`src/rtl/reg_file_pkg.sv`:
```
// Shared definitions for the register file and its clear sequencer.
// The default widths are also used by the decode and writeback blocks.
package reg_file_pkg;

  localparam int DEF_DATA_W = 32;
  localparam int DEF_ADDR_W = 5;

  typedef enum logic {
    ST_IDLE = 1'b0,
    ST_CLR  = 1'b1
  } clr_state_e;

endpackage

```
`src/rtl/reg_file_clear_seq.sv`:
```
// Sequential clear engine: walks every entry once, one per cycle, after
// RESET or a CLEAR command. A new RESET or CLEAR restarts the walk at 0.
module reg_file_clear_seq
  import reg_file_pkg::*;
#(
  parameter int ADDR_W = DEF_ADDR_W
) (
  input  logic              CLK,
  input  logic              RESET,
  input  logic              CLEAR,
  output logic              busy,
  output logic              clr_we,
  output logic [ADDR_W-1:0] clr_addr
);

  localparam logic [ADDR_W-1:0] LAST_IDX = '1;
  localparam logic [ADDR_W-1:0] IDX_ONE  = {{(ADDR_W-1){1'b0}}, 1'b1};

  clr_state_e        state_reg, state_next;
  logic [ADDR_W-1:0] idx_reg, idx_next;
  logic              busy_reg, busy_next;

  // Next-state logic; CLEAR restarts the walk from either state.
  always_comb begin
    state_next = state_reg;
    idx_next   = idx_reg;
    busy_next  = busy_reg;
    case (state_reg)
      ST_IDLE: begin
        if (CLEAR) begin
          state_next = ST_CLR;
          idx_next   = '0;
          busy_next  = 1'b1;
        end
      end
      ST_CLR: begin
        if (CLEAR) begin
          idx_next = '0;
        end else if (idx_reg == LAST_IDX) begin
          state_next = ST_IDLE;
          idx_next   = '0;
          busy_next  = 1'b0;
        end else begin
          idx_next = idx_reg + IDX_ONE;
        end
      end
      default: begin
        state_next = ST_CLR;
        idx_next   = '0;
        busy_next  = 1'b1;
      end
    endcase
  end

  // State register; RESET parks the engine at index 0 without writing.
  always_ff @(posedge CLK) begin
    if (RESET) begin
      state_reg <= ST_CLR;
      idx_reg   <= '0;
      busy_reg  <= 1'b1;
    end else begin
      state_reg <= state_next;
      idx_reg   <= idx_next;
      busy_reg  <= busy_next;
    end
  end

  // Storage is only zeroed on cycles where RESET is not asserted.
  assign clr_we   = (state_reg == ST_CLR) && !RESET;
  assign clr_addr = idx_reg;
  assign busy     = busy_reg;

endmodule

```
`src/rtl/reg_file_param.sv`:
```
// Parametrised register file: two combinational read ports, one write
// port, optional hardwired-zero entry 0 and optional write-to-read bypass.
module reg_file_param
  import reg_file_pkg::*;
#(
  parameter int DATA_W   = DEF_DATA_W,
  parameter int ADDR_W   = DEF_ADDR_W,
  parameter int ZERO_REG = 1,
  parameter int BYPASS   = 1
) (
  input  logic              CLK,
  input  logic              RESET,
  input  logic              WRITE,
  input  logic [ADDR_W-1:0] INADDRESS,
  input  logic [DATA_W-1:0] IN,
  input  logic [ADDR_W-1:0] OUT1ADDRESS,
  input  logic [ADDR_W-1:0] OUT2ADDRESS,
  input  logic              CLEAR,
  output logic [DATA_W-1:0] OUT1,
  output logic [DATA_W-1:0] OUT2,
  output logic              BUSY,
  output logic              WR_DROP
);

  localparam int DEPTH = 1 << ADDR_W;

  logic [DATA_W-1:0]      mem [DEPTH];
  logic                   busy;
  logic                   clr_we;
  logic [ADDR_W-1:0]      clr_addr;
  logic                   zero_addr_wr;
  logic                   user_we;
  logic                   wr_drop_reg;
  logic [1:0][ADDR_W-1:0] rd_addr;

  reg_file_clear_seq #(
    .ADDR_W (ADDR_W)
  ) u_clear_seq (
    .CLK      (CLK),
    .RESET    (RESET),
    .CLEAR    (CLEAR),
    .busy     (busy),
    .clr_we   (clr_we),
    .clr_addr (clr_addr)
  );

  // Writes to a hardwired-zero entry 0 vanish without being flagged.
  assign zero_addr_wr = (ZERO_REG != 0) && (INADDRESS == '0);
  assign user_we      = WRITE && !RESET && !busy && !CLEAR && !zero_addr_wr;

  // Storage write mux: the clear engine owns the port while busy.
  always_ff @(posedge CLK) begin
    if (clr_we) begin
      mem[clr_addr] <= '0;
    end else if (user_we) begin
      mem[INADDRESS] <= IN;
    end
  end

  // Flag a write lost to a running or starting clear; RESET suppresses it.
  always_ff @(posedge CLK) begin
    if (RESET) begin
      wr_drop_reg <= 1'b0;
    end else begin
      wr_drop_reg <= WRITE && (busy || CLEAR) && !zero_addr_wr;
    end
  end

  assign rd_addr = {OUT2ADDRESS, OUT1ADDRESS};

  generate
    for (genvar gi = 0; gi < 2; gi++) begin : g_rd_port
      logic [DATA_W-1:0] port_data;
      logic              bypass_hit;

      assign bypass_hit = (BYPASS != 0) && WRITE && (INADDRESS == rd_addr[gi]) && !zero_addr_wr;

      // Read mux: blank while clearing, zero entry, then bypass, then array.
      always_comb begin
        port_data = mem[rd_addr[gi]];
        if (busy) begin
          port_data = '0;
        end else if ((ZERO_REG != 0) && (rd_addr[gi] == '0)) begin
          port_data = '0;
        end else if (bypass_hit) begin
          port_data = IN;
        end
      end
    end
  endgenerate

  assign OUT1    = g_rd_port[0].port_data;
  assign OUT2    = g_rd_port[1].port_data;
  assign BUSY    = busy;
  assign WR_DROP = wr_drop_reg;

endmodule

```
`config.mk`:
```
export PLATFORM = sky130hd
export DESIGN_NAME = reg_file_param
export DESIGN_NICKNAME = d
export VERILOG_FILES = /design/src/rtl/reg_file_pkg.sv /design/src/rtl/reg_file_clear_seq.sv /design/src/rtl/reg_file_param.sv
export SDC_FILE = /design/constraint.sdc
export NUM_CORES = 1
export LEC_CHECK = 0
export CAP_MARGIN = 20
export CORE_MARGIN = 5
export CORE_UTILIZATION = 25
export DETAILED_ROUTE_END_ITERATION = 7
export PLACE_DENSITY_LB_ADDON = 0.1
export RECOVER_POWER = 100
export SLEW_MARGIN = 20
export SYNTH_ARGS = -nofsm -noshare
export SYNTH_HDL_FRONTEND = slang
export SYNTH_SLANG_ARGS = --single-unit
```
`constraint.sdc`:
```
create_clock -name CLK -period 13.6 [get_ports CLK]
set_input_delay 3.4 -clock CLK [delete_from_list [all_inputs] [get_ports CLK]]
set_output_delay 3.4 -clock CLK [all_outputs]
set_load 0.02 [all_outputs]
```
==> summary.txt <==
Run status
  – Status: finished, violations left
  – Failing checks: max-capacitance violations, max-slew violations

Route
  – Vias: 29272
  – Initial DRC count: 2463
  – Routed length per placed instance: 34.63 µm
  – Vias per cell: 5.260
  – Final wirelength: 192700 µm
  – DRC viols: 0
  – Router iterations before antenna repair: 7
  – Antenna viol nets, final: 0

Critical path
  – Worst reg2reg path depth: 6
  – Crit path from: INADDRESS[0]
  – Req. time, crit path: 10.20 ns
  – Setup slack, reg-to-reg: 5.52 ns
  – Crit Path Category: in2out
  – Worst Path Max Fanout: 28
  – Slowest cell on the critical path: clkbuf_1
  – Critical Path End: OUT2[24]
  – Crit path DAT: 8.75 ns
  – Startpoint types: input pin
  – FF-to-FF End: mem[30][9]
  – Crit-path max cell delay: 1.65 ns
  – Crit Reg-Reg Startpoint: u_clear_seq.busy
  – CP most frequent cell: dlygate4sd3_1
  – Critical Path End Type: primary output
  – Crit-path cells: dlygate4sd3_1 > or4_1 > o21ai_0 > or3_1 > o311a_2 > clkbuf_1 > a221o_1 > dlygate4sd3_1

Place
  – IO buf count: 116
  – HPWL after DPL: 113600 µm
  – Routability Congestion: 0.7749

Flow run
  – Max-cap violations: 76

Logic synthesis
  – Post-synthesis sequential area ratio: 63.07%
  – Post-synth top area share: 62.75%
  – Cells after synthesis: 2750
  – Yosys top cell by area: edfxtp_1
  – Ys flop type: edfxtp_1
  – Syn Area/Cell: 17.82 µm²
  – Flops & latches, synth: 1032
  – Number of synthesized flops with an enable pin: 1024
  – Post-Syn Nets: 2803
  – Post-synthesis cell area: 49010 µm²
  – Post-synth cell types: 54
  – YS warnings: 0
  – Top cells by area, synth: edfxtp_1 (63%), mux4_2 (16%), mux2i_1 (7.3%)
  – Async SR Flop Fraction: 0%

Clock tree
  – Post-CTS Repair Setup Buffers: 0
  – Max Buffers Root-to-Sink: 3
  – CTS tree: yes
  – Clk slew on worst S/H paths: 0.05 ns
  – Number of H-tree levels: 3
  – Sink Count: 1032
  – Total CTS buffers: 117
  – Post_cts resized: 0
  – Clock Tree Root: clkbuf_16
  – Clk_lat worst skew: 0.73 ns
  – Post-CTS Hold Fix Bufs: 0

Die
  – Core area: 195000 µm²
  – Core Rows: 162
  – Initial Util: 25.13%
  – I/O Pins: 117
  – Die ar.: 205000 µm²
  – DIE HEIGHT: 452.8 µm
  – Die X: 452.8 µm

STA
  – Worst slew pin tran: 4.225 ns
  – Final setup vio count: 0
  – Final Hold Vio Count: 0
  – Slew Viols, Final: 1842
  – Period utilization: 89.34%
  – Clock skew: 0.02348 ns
  – Worst relative slew slack: -181.7%
  – Setup_tns: 0 ns
  – Maximum clock frequency: 82.30 MHz
  – RSZ-0062 raised after global routing: false
  – Min Clock Period, post-route: 12.15 ns

Global routing
  – GRT Residual Overflow: 0
  – First-pass GRT wire length: 264500 µm
  – Vias in the first global route: 31009
  – Largest net degree at the start of global routing: 97
  – Gr usage total: 18.45%
  – Initial antenna violation count: 4

Layout
  – # fillers: 19306
  – Final core occ: 29.19%
  – Commonest non-fill, non-tap cells in the layout: edfxtp_1 (1024), mux2i_1 (357), mux4_2 (352)
  – Max FFs per register: 1024
  – Largest reg by FF count: mem
  – Post-layout nets: 2894
  – Most common cell after layout, fill and taps aside: edfxtp_1
  – Ratio of cells with drive above 1 in the final layout: 20.38%
  – Area grow syn2layout: 16.13%

Power and ir drop
  – Max IR drop VDD: 91.57 µV
  – Leak: 0.01985 µW
  – Power density cells: 125.7 nW/µm²

Hold path
  – Worst Hold Class: reg2reg
  – Hold_sp: u_clear_seq.clr_addr[1]
[power by group]
group	internal, µW	switching [µW]
clock	1900	1330
combinational	175	284
sequential	3450	3.89
total	5530	1620
[worst min path at each step]
stage	to	slack, ns	cells past startpoint
after global routing	u_clear_seq.clr_addr[1]	0.61	2
after detailed placement	u_clear_seq.clr_addr[1]	0.58	2
after CTS	u_clear_seq.clr_addr[1]	0.59	2
after floorplan	u_clear_seq.clr_addr[1]	0.52	2
final	u_clear_seq.clr_addr[1]	0.58	2
after global placement	u_clear_seq.clr_addr[1]	0.56	2
[layout make-up]
cell class,instances,area (µm²),area share [%]
sequential,1032,30910,54.31
multi-input combinational,1482,17080,30.00
tap,2624,3283,5.769
clock buffer,145,3084,5.419
timing repair buffer,204,1762,3.095
clock inverter,72,775.7,1.363
inverter,4,16.27,0.02858
antenna,2,5.005,0.008794
[through the flow]
step | area, µm² | hold slack [ns] | total power, µW | setup slack, ns | instances
global route | 56910 | 0.6123 | 7384 | 1.337 | 5564
global placement | 53410 | 0.5616 | 3992 | 2.736 | 5341
finish | 56910 | 0.5839 | 7152 | 1.449 | 5565
detailed placement | 53440 | 0.5789 | 3991 | 2.788 | 5342
floorplan | 49010 | 0.5151 | 3813 | 5.033 | 2750
CTS | 57300 | 0.5893 | 7250 | 2.779 | 5559
[cells in the mapped netlist, types with 2 or more instances]
library cell  instances
a211o_1              32
xor2_1                2
nand2_1              38
mux4_2              352
nor3_1                4
o21ai_0              37
nand4b_1              2
or2_2                 2
and3_1                2
edfxtp_1           1024
a21oi_1              68
nor2_1               46
xnor2_1               8
nand4_1               3
a211oi_1             64
a221o_1              32
a22oi_1              97
ha_1                  2
inv_1                 3
nand2b_4              3
mux2i_1             357
buf_2                79
buf_6                 5
clkbuf_1            119
nor4_1                2
nor2b_1              44
dfxtp_1               8
buf_4                20
o21bai_1             64
and2_1               33
o21ai_1               2
nand2b_1              7
buf_1                 9
a221oi_1            160
[critical path: cells and delay by family]
family | cells | cell delay (ns)
buffers and inverters | 3 | 3.02
AOI/OAI and AO/OA | 3 | 1.36
and+or+nand+nor | 2 | 0.91
[per-layer routing]
metal / wire length (µm) / global-route usage [%]
met5: 0 / 0
met4: 5415 / 5.392
met3: 7938 / 2.253
met2: 97330 / 32.27
met1: 82020 / 24.03
[logic make-up after synthesis]
logic type	count (synthesis)	synth area share (%)
fa+ha+maj	2	0.05105
xor+xnor	10	0.1787
compound gates	566	8.818
simple gates	193	2.119
flops	1032	63.07
buf+inv	236	2.239
mux	711	23.52
Note: power is estimated with default switching activity, not from simulation.
